File: config.mk
export PLATFORM = sky130hd
export DESIGN_NAME = div_sched
export DESIGN_NICKNAME = d
export VERILOG_FILES = /design/src/rtl/div_sched_pkg.sv /design/src/rtl/rr_arb4.sv /design/src/rtl/div_sched.sv
export SDC_FILE = /design/constraint.sdc
export NUM_CORES = 1
export LEC_CHECK = 0
export ABC_AREA = 1
export ABC_CLOCK_PERIOD_IN_PS = 2390
export CAP_MARGIN = 0
export CORE_ASPECT_RATIO = 0.5
export CORE_MARGIN = 2
export CORE_UTILIZATION = 50
export CTS_CLUSTER_SIZE = 28
export DETAILED_ROUTE_END_ITERATION = 8
export GPL_ROUTABILITY_DRIVEN = 0
export PLACE_DENSITY = 0.86
export SYNTH_ARGS = -nofsm -noshare
export SYNTH_HDL_FRONTEND = slang
export SYNTH_SLANG_ARGS = --single-unit
export TNS_END_PERCENT = 100
File: constraint.sdc
create_clock -name clk -period 2.39 [get_ports clk]
set_input_delay 0.239 -clock clk [delete_from_list [all_inputs] [get_ports clk]]
set_output_delay 0.239 -clock clk [all_outputs]
set_load 0.02 [all_outputs]
File: src/rtl/div_sched_pkg.sv
// Shared types and sizes for the divided-tick scheduler.
package div_sched_pkg;

  localparam int NREQ  = 4;
  localparam int IDX_W = 2;
  localparam int DIV_W = 12;
  localparam int CNT_W = 8;

  typedef enum logic [1:0] {
    S_IDLE,
    S_LOAD,
    S_RUN,
    S_DONE
  } state_e;

endpackage

File: src/rtl/rr_arb4.sv
// Four-way round-robin picker; the slot after last_i has top priority.
module rr_arb4
  import div_sched_pkg::*;
(
  input  logic [NREQ-1:0]  req_i,
  input  logic [IDX_W-1:0] last_i,
  output logic [NREQ-1:0]  gnt_o,
  output logic [IDX_W-1:0] idx_o
);

  logic [IDX_W-1:0] cand;

  // Walk from lowest to highest priority so the best candidate lands last.
  always_comb begin
    gnt_o = '0;
    idx_o = '0;
    cand  = '0;
    for (int k = NREQ; k >= 1; k--) begin
      cand = last_i + IDX_W'(k);
      if (req_i[cand]) begin
        gnt_o       = '0;
        gnt_o[cand] = 1'b1;
        idx_o       = cand;
      end
    end
  end

endmodule

File: src/rtl/div_sched.sv
// Grants one requester at a time a burst of divided-clock ticks,
// then pulses done and rotates priority.
module div_sched
  import div_sched_pkg::*;
(
  input  logic                  clk,
  input  logic                  reset,
  input  logic [NREQ-1:0]       req,
  input  logic [NREQ*DIV_W-1:0] div_val,
  input  logic [NREQ*CNT_W-1:0] cnt_val,
  output logic [NREQ-1:0]       gnt,
  output logic                  tick,
  output logic [IDX_W-1:0]      tick_id,
  output logic [NREQ-1:0]       done,
  output logic                  busy
);

  state_e           state_q, state_d;
  logic [NREQ-1:0]  gnt_q, gnt_d;
  logic [IDX_W-1:0] idx_q, idx_d;
  logic [IDX_W-1:0] last_q, last_d;
  logic [DIV_W-1:0] div_cnt_q, div_cnt_d;
  logic [DIV_W-1:0] div_lat_q, div_lat_d;
  logic [CNT_W-1:0] left_q, left_d;
  logic             tick_q, tick_d;
  logic [IDX_W-1:0] tid_q, tid_d;
  logic [NREQ-1:0]  done_q, done_d;
  logic             busy_q, busy_d;

  logic [NREQ-1:0]  arb_gnt;
  logic [IDX_W-1:0] arb_idx;
  logic [DIV_W-1:0] div_a [NREQ];
  logic [CNT_W-1:0] cnt_a [NREQ];

  for (genvar i = 0; i < NREQ; i++) begin : g_slice
    assign div_a[i] = div_val[i*DIV_W +: DIV_W];
    assign cnt_a[i] = cnt_val[i*CNT_W +: CNT_W];
  end

  rr_arb4 u_arb (
    .req_i  (req),
    .last_i (last_q),
    .gnt_o  (arb_gnt),
    .idx_o  (arb_idx)
  );

  always_comb begin
    state_d   = state_q;
    gnt_d     = gnt_q;
    idx_d     = idx_q;
    last_d    = last_q;
    div_cnt_d = div_cnt_q;
    div_lat_d = div_lat_q;
    left_d    = left_q;
    unique case (state_q)
      S_IDLE: begin
        if (|req) begin
          gnt_d   = arb_gnt;
          idx_d   = arb_idx;
          state_d = S_LOAD;
        end
      end
      S_LOAD: begin
        div_lat_d = div_a[idx_q];
        left_d    = cnt_a[idx_q];
        div_cnt_d = '0;
        state_d   = (cnt_a[idx_q] == '0) ? S_DONE : S_RUN;
      end
      S_RUN: begin
        if (!req[idx_q]) begin
          state_d = S_DONE;
        end else if (div_cnt_q == div_lat_q) begin
          div_cnt_d = '0;
          left_d    = left_q - CNT_W'(1);
          if (left_q == CNT_W'(1)) state_d = S_DONE;
        end else begin
          div_cnt_d = div_cnt_q + DIV_W'(1);
        end
      end
      S_DONE: begin
        last_d  = idx_q;
        gnt_d   = '0;
        state_d = S_IDLE;
      end
      default: state_d = S_IDLE;
    endcase
    // Outputs are registered from next-state values so they line up
    // with the cycle whose state they describe.
    tick_d = (state_d == S_RUN) && (div_cnt_d == div_lat_d);
    done_d = (state_d == S_DONE) ? gnt_d : '0;
    busy_d = (state_d != S_IDLE);
    tid_d  = (state_d != S_IDLE) ? idx_d : '0;
  end

  always_ff @(posedge clk) begin
    if (reset) begin
      state_q   <= S_IDLE;
      gnt_q     <= '0;
      idx_q     <= '0;
      last_q    <= IDX_W'(NREQ-1);
      div_cnt_q <= '0;
      div_lat_q <= '0;
      left_q    <= '0;
      tick_q    <= 1'b0;
      tid_q     <= '0;
      done_q    <= '0;
      busy_q    <= 1'b0;
    end else begin
      state_q   <= state_d;
      gnt_q     <= gnt_d;
      idx_q     <= idx_d;
      last_q    <= last_d;
      div_cnt_q <= div_cnt_d;
      div_lat_q <= div_lat_d;
      left_q    <= left_d;
      tick_q    <= tick_d;
      tid_q     <= tid_d;
      done_q    <= done_d;
      busy_q    <= busy_d;
    end
  end

  assign gnt     = gnt_q;
  assign tick    = tick_q;
  assign tick_id = tid_q;
  assign done    = done_q;
  assign busy    = busy_q;

endmodule
==> results.md, run 1 <==
- Hold WC Path Type: flop to flop
- Initial cell density of the core: 0.518
- Detailed-route DRC error count: 0
- Final #Nets: 848
- Initial antenna violation count: 0
- Grt met3 use: 0.0415
- Hold Startpoint: left_q[1]$_SDFFE_PP0P_
- VDD IR max: 0.331 mV
- Sw Share: 0.381
- Cell Int Power: 1.76 mW
- Design Area, Final: 0.00505 mm²
- Max Fanout on Critical Path: 9
- Yosys warning count: 0
- Net switching power: 1.08 mW
- Vias in the first global route: 4,074
- Sequential share of power: 0.340
- Seq/Total Area, Yosys: 0.263
- Placement Cell Area: 0.00486 mm²
- Post-synth EDFFs: 0
- Hold depth: 2
- Main synth FF type: dfxtp_1
- Die ar.: 0.00837 mm²
- Die width: 127 µm
- Global-route wire length before repair: 18,600 µm
- GRT met1 Usage: 0.363
- TritonCTS Buffers: 5
- Clock sink count: 50
- Clock tree buffer depth: 2
- Power per cell area: 562 mW/mm²
- Tcrit/Tclk final: 0.873
- Clock Skew: 0.00625 ns
- Worst EP required: 2.58 ns
- Clk_lat worst skew: 0.30 ns
- Area delta synth->final: 32.6%
- Slew @ Worst Pin: 0.555 ns
- Power share of the combinational group: 0.402
- DRT iter0 DRCs: 438
- Vias per cell: 5.26
- Pins over their slew limit: 0
- Layout cells sized above 1: 0.0508
- Power Total: 2.84 mW
- Mapped Area: 0.00381 mm²
- CTS tree: done
- Leakage: 2.31 nW
- Clock transition at path regs: 0.07 ns
- Number of max-cap violations: 0
- Gr busiest metal: met2
- Routing usage on met2: 0.481
- DP Wirelength: 8610 µm
- Fill cells: 647
- Cell taking the most area after synthesis: dfxtp_1
- Reg-to-reg slack, setup: 0.30 ns
- DR pass1 iterations: 5
- Antenna-violating nets left: 0
- Synth Instances: 653
- #FFs+latches synth: 50
- Rows: 22
- Highest achievable clock rate: 0.479 GHz
- WL/cell: 13.5 µm
- Routed vias: 4,442
- Arrival time worst endpoint: 2.27 ns
- Crit. End Element: flop
- Clock share of power: 0.258
- Top cell type's share of synthesized area: 0.263
- Largest net degree at the start of global routing: 41
- R2R Path Start: idx_q[0]$_SDFF_PP0_
- Final Hold Vio Count: 0
- Antenna Cells: 0
- Core Region: 0.00735 mm²
- Grt ovf: 0
- Final setup fails: 0
- Final WL: 11,400 µm
- Status: completed
- Tmin final: 2.09 ns
- Mapped Avg Cell Area: 5.83 µm²
- Most area-consuming cells after synthesis: dfxtp_1, nand2_1, nor2_1
- Slew Limit Headroom: 0.630
- CP startpoint kind: flop
- Mapped Nets: 754
- RSZ-0062 raised after global routing: no
- Netlist cell types: 32
- Root buffer cell: clkbuf_16
- H-Tree Level Count: 2
- Async SR Flop Fraction: 0
- FF-to-FF End: left_q[4]$_SDFFE_PP0P_
- WS Path Type: flop to flop
- R2r worst-path depth: 11
- GRT Util Overall: 0.277
- PortBufs: 97
- Die height: 65.7 µm
- I/O pin count: 98
- Hold endpoint: left_q[1]$_SDFFE_PP0P_
- Setup_tns: 0 ns
[power by group through the flow]
stage	combinational (mW)	sequential [mW]	clock, mW
6_report	1.14	0.964	0.731
5_1_grt	1.29	0.972	0.772
4_1_cts	1.12	0.962	0.741
3_5_place_dp	1.11	0.981	0
3_3_place_gp	1.09	0.978	0
2_1_floorplan	0.745	0.984	0
[routing by layer]
metal,share of wire,vias up
met5,0,-
met4,0.017,0
met3,0.058,21
met2,0.45,140
met1,0.47,2018
li1,-,2263
[what timing repair did]
item / 4_1_cts / 5_1_grt
resized for setup: 0 / 7
buffers inserted: 0 / 4
hold buffers: 0 / 0
setup endpoints to repair: 0 / 10
[area by class of cell]
class | count | area, µm² | share of cell area
multi-input combinational | 496 | 2370 | 0.470
inverter | 83 | 315 | 0.0625
timing repair buffer | 111 | 1090 | 0.216
sequential | 50 | 1000 | 0.199
clock inverter | 3 | 23.8 | 0.00471
clock buffer | 5 | 125 | 0.0248
tap | 96 | 120 | 0.0238
[stage by stage]
| step | worst slack [ns] | cells | hold slack (ns) | util |
|---|---|---|---|---|
| 6_report | 0.303 | 844 | 0.467 | 0.687 |
| 5_1_grt | 0.0643 | 844 | 0.485 | 0.687 |
| 4_1_cts | 0.133 | 840 | 0.471 | 0.681 |
| 3_5_place_dp | 0.184 | 832 | 0.461 | 0.661 |
| 3_3_place_gp | 0.280 | 832 | 0.451 | 0.661 |
| 2_1_floorplan | 0.440 | 653 | 0.435 | - |
[worst max-delay path: stages, from the launching register on]
cell and delay [ns]:
dfxtp_1 0.48, buf_4 0.20, nand2_1 0.06, nand3_2 0.11, nand2_4 0.10, inv_2 0.11
nand3_2 0.10, nand2_2 0.10, o21a_1 0.32, inv_2 0.13, o21ai_0 0.16, a21oi_1 0.09
[worst max path at each step]
stage / start / to / slack (ns) / cells after the start
3_5_place_dp: last_q[0]$_SDFFE_PP1N_ / done[3]$_SDFF_PP0_ / 0.18 / 11
5_1_grt: state_q[0]$_SDFF_PP0_ / tick$_SDFF_PP0_ / 0.06 / 14
6_report: idx_q[0]$_SDFF_PP0_ / left_q[4]$_SDFFE_PP0P_ / 0.30 / 11
4_1_cts: last_q[0]$_SDFFE_PP1N_ / tick_id[0]$_SDFF_PP0_ / 0.13 / 10
2_1_floorplan: last_q[0]$_SDFFE_PP1N_ / gnt[3]$_SDFF_PP0_ / 0.44 / 12
3_3_place_gp: req[1] / done[2]$_SDFF_PP0_ / 0.28 / 10
[sequential cells by signal, summed over array words and instances, names as in the netlist]
name and count:
last_q 2, idx_q 2, state_q 2, div_cnt_q 12, tick 1, div_lat_q 12
done 4, tick_id 2, busy 1, left_q 8, gnt 4
[synthesized netlist by cell type (3+ instances only)]
| cell | n |
|---|---|
| nand2_1 | 190 |
| clkbuf_1 | 10 |
| o21ai_0 | 65 |
| xor2_1 | 10 |
| nor2_1 | 99 |
| nor3_1 | 4 |
| o22ai_1 | 12 |
| nand3_2 | 3 |
| buf_2 | 11 |
| dfxtp_1 | 50 |
| nand4_1 | 3 |
| inv_1 | 79 |
| nand3_1 | 48 |
| a21oi_1 | 23 |
| buf_6 | 3 |
| inv_2 | 3 |
| o21ai_1 | 6 |
| ha_1 | 15 |
[cell usage in the layout, fill, tap and decap left out, types with 13 or more instances in the layout]
| cell | instances |
|---|---|
| nand2_1 | 190 |
| nor2_1 | 99 |
| clkdlybuf4s50_1 | 97 |
| inv_1 | 78 |
| o21ai_0 | 63 |
| nand3_1 | 48 |
| dfxtp_1 | 48 |
| a21oi_1 | 23 |
| ha_1 | 15 |
| buf_4 | 13 |
[logic make-up (layout without fill, tap and decap cells)]
family          Yosys count  count (layout)  share of synthesized area
buf+inv                 107             202                      0.115
flops                    50              50                      0.263
compound gates          116             116                      0.164
simple gates            355             355                      0.386
xor+xnor                 10              10                     0.0230
fa+ha+maj                15              15                     0.0493
Power figures use the tool's default switching activity.
==> inputs of run 2 (changes only) <==
RECOVER_POWER = 100   (was unset)
SLEW_MARGIN = 15   (was unset)
==> run 2 against run 1 <==
Count of clock-buffer cells in the layout did not move. Wire length fell by 0.70%. Clock skew increased by 0.00055 ns. Worst hold slack about the same. Combinational power hardly changed. Register-to-register slack lost 0.06 ns. Clock power about the same. Cell count unchanged. Sequential share of layout area hardly changed. Global-route usage did not move. Critical path type unchanged. Critical endpoint is now tick$_SDFF_PP0_.
==> results.md, run 2 (synthesized netlist as in run 1, its figures left out) <==
- Slew Limit Headroom: 0.639 (was 0.630)
- Power per cell area: 560 mW/mm² (was 562 mW/mm²)
- Net switching power: 1.07 mW (was 1.08 mW)
- RSZ-0062 raised after global routing: no (unchanged)
- Core Region: 0.00735 mm² (unchanged)
- CP startpoint kind: flop (unchanged)
- Initial cell density of the core: 0.518 (unchanged)
- Most common cell after layout, fill and taps aside: nand2_1 (unchanged)
- Final #Nets: 848 (unchanged)
- H-Tree Level Count: 2 (unchanged)
- CTS tree: done (unchanged)
- Clk_lat worst skew: 0.30 ns (about the same)
- Design Area, Final: 0.00504 mm² (was 0.00505 mm²)
- Hold WC Path Type: flop to flop (unchanged)
- DR pass1 iterations: 5 (unchanged)
- Hold depth: 2 (unchanged)
- Final Hold Vio Count: 0 (unchanged)
- Area delta synth->final: 32.4% (was 32.6%)
- Leakage: 2.34 nW (was 2.31 nW)
- Initial antenna violation count: 0 (unchanged)
- Arrival time worst endpoint: 2.39 ns (was 2.27 ns)
- Global-route wire length before repair: 18,600 µm (unchanged)
- Clock sink count: 50 (unchanged)
- I/O pin count: 98 (unchanged)
- Final core occ: 0.686 (was 0.687)
- Largest regs: div_cnt_q (12), div_lat_q (12), left_q (8) (unchanged)
- Cell Int Power: 1.75 mW (was 1.76 mW)
- Setup_tns: 0 ns (unchanged)
- WS Path Type: flop to flop (unchanged)
- Tmin final: 2.15 ns (was 2.09 ns)
- Final setup fails: 0 (unchanged)
- Highest achievable clock rate: 0.465 GHz (was 0.479 GHz)
- Worst hold margin: 0.467 ns (about the same)
- DRT iter0 DRCs: 399 (was 438)
- Sequential share of power: 0.341 (was 0.340)
- GRT Util Overall: 0.277 (unchanged)
- Largest net degree at the start of global routing: 41 (unchanged)
- Grt ovf: 0 (unchanged)
- Vias per cell: 5.24 (was 5.26)
- Layout cells sized above 1: 0.0468 (was 0.0508)
- DP Wirelength: 8610 µm (unchanged)
- Root buffer cell: clkbuf_16 (unchanged)
- Sw Share: 0.380 (was 0.381)
- Clock tree buffer depth: 2 (unchanged)
- Clock transition at path regs: 0.07 ns (about the same)
- PortBufs: 97 (unchanged)
- Die width: 127 µm (unchanged)
- Max Fanout on Critical Path: 22 (was 9)
- Tcrit/Tclk final: 0.901 (was 0.873)
- Power share of the combinational group: 0.400 (was 0.402)
- Vias in the first global route: 4,074 (unchanged)
- Worst EP required: 2.62 ns (was 2.58 ns)
- Clock share of power: 0.260 (was 0.258)
- Die height: 65.7 µm (unchanged)
- VDD IR max: 0.332 mV (was 0.331 mV)
- Final WL: 11,300 µm (was 11,400 µm)
- Clock Skew: 0.00680 ns (was 0.00625 ns)
- Pins over their slew limit: 0 (unchanged)
- R2r worst-path depth: 14 (was 11)
- WL/cell: 13.4 µm (was 13.5 µm)
- Most frequent cells in the layout: nand2_1, nor2_1, clkdlybuf4s50_1, inv_1, o21ai_0 (unchanged)
- Antenna Cells: 0 (unchanged)
- Crit. End Element: flop (unchanged)
- Antenna-violating nets left: 0 (unchanged)
- Routed vias: 4,422 (was 4,442)
- Number of max-cap violations: 0 (unchanged)
- TritonCTS Buffers: 5 (unchanged)
- Status: completed (unchanged)
- Rows: 22 (unchanged)
- Detailed-route DRC error count: 0 (unchanged)
- Die ar.: 0.00837 mm² (unchanged)
- Placement Cell Area: 0.00486 mm² (unchanged)
- Slew @ Worst Pin: 0.540 ns (was 0.555 ns)
- Hold buffers post-CTS: 0 (unchanged)
[run 2: cell types whose count changed in the layout (fill, tap and decap cells not counted), moves of 2 or more]
cell | previous run | this run
o21ai_0 | 63 | 65
dlygate4sd3_1 | 0 | 12
clkdlybuf4s50_1 | 97 | 85
o21ai_1 | 7 | 5
[run 2: final timing paths]
kind	from	slack (ns)	end
max	idx_q[0]$_SDFF_PP0_	0.24	tick$_SDFF_PP0_
min	left_q[1]$_SDFFE_PP0P_	0.47	left_q[1]$_SDFFE_PP0P_
max reg2reg	idx_q[0]$_SDFF_PP0_	0.24	tick$_SDFF_PP0_
min reg2reg	left_q[1]$_SDFFE_PP0P_	0.47	left_q[1]$_SDFFE_PP0P_
[run 2: stage by stage]
| stage | setup slack, ns | power, mW | std cells |
|---|---|---|---|
| floorplan | 0.440 | 1.73 | 653 |
| global placement | 0.280 | 2.07 | 832 |
| detailed placement | 0.184 | 2.09 | 832 |
| CTS | 0.133 | 2.82 | 840 |
| global route | 0.0557 | 3.02 | 844 |
| finish | 0.238 | 2.82 | 844 |
[run 2: critical path: stages, from the launching register on]
cell     delay (ns)
dfxtp_1        0.47
inv_1          0.19
nand2_1        0.09
nand3_1        0.15
nand2_4        0.18
inv_2          0.08
nand3_2        0.09
nand2_2        0.07
nand2_4        0.22
nand2_1        0.10
nand2_1        0.07
nand2_1        0.04
nor2_1         0.13
nand3_1        0.09
nor2_1         0.10
[run 2: cell type report]
class / count / area (µm²)
multi-input combinational: 496 / 2360
fill: 649 / 2310
timing repair buffer: 111 / 1090
tap: 96 / 120
clock inverter: 3 / 23.8
clock buffer: 5 / 125
sequential: 50 / 1000
inverter: 83 / 315
[run 2: layer usage]
metal,global-route usage,routed length [µm],vias up
li1,-,-,2259
met1,0.363,5280,1992
met2,0.481,5090,148
met3,0.0415,698,23
met4,0.0783,212,0
met5,0,0,-
[run 2: power groups by stage]
stage | Combinational (mW) | Sequential, mW | Clock, mW
floorplan | 0.745 | 0.984 | 0
global placement | 1.09 | 0.978 | 0
detailed placement | 1.11 | 0.981 | 0
CTS | 1.12 | 0.962 | 0.741
global route | 1.28 | 0.971 | 0.772
finish | 1.13 | 0.962 | 0.733
[run 2: what timing repair did]
item,in CTS,in global routing
buffers inserted,0,4
setup endpoints to repair,0,10
gates resized for setup,0,7
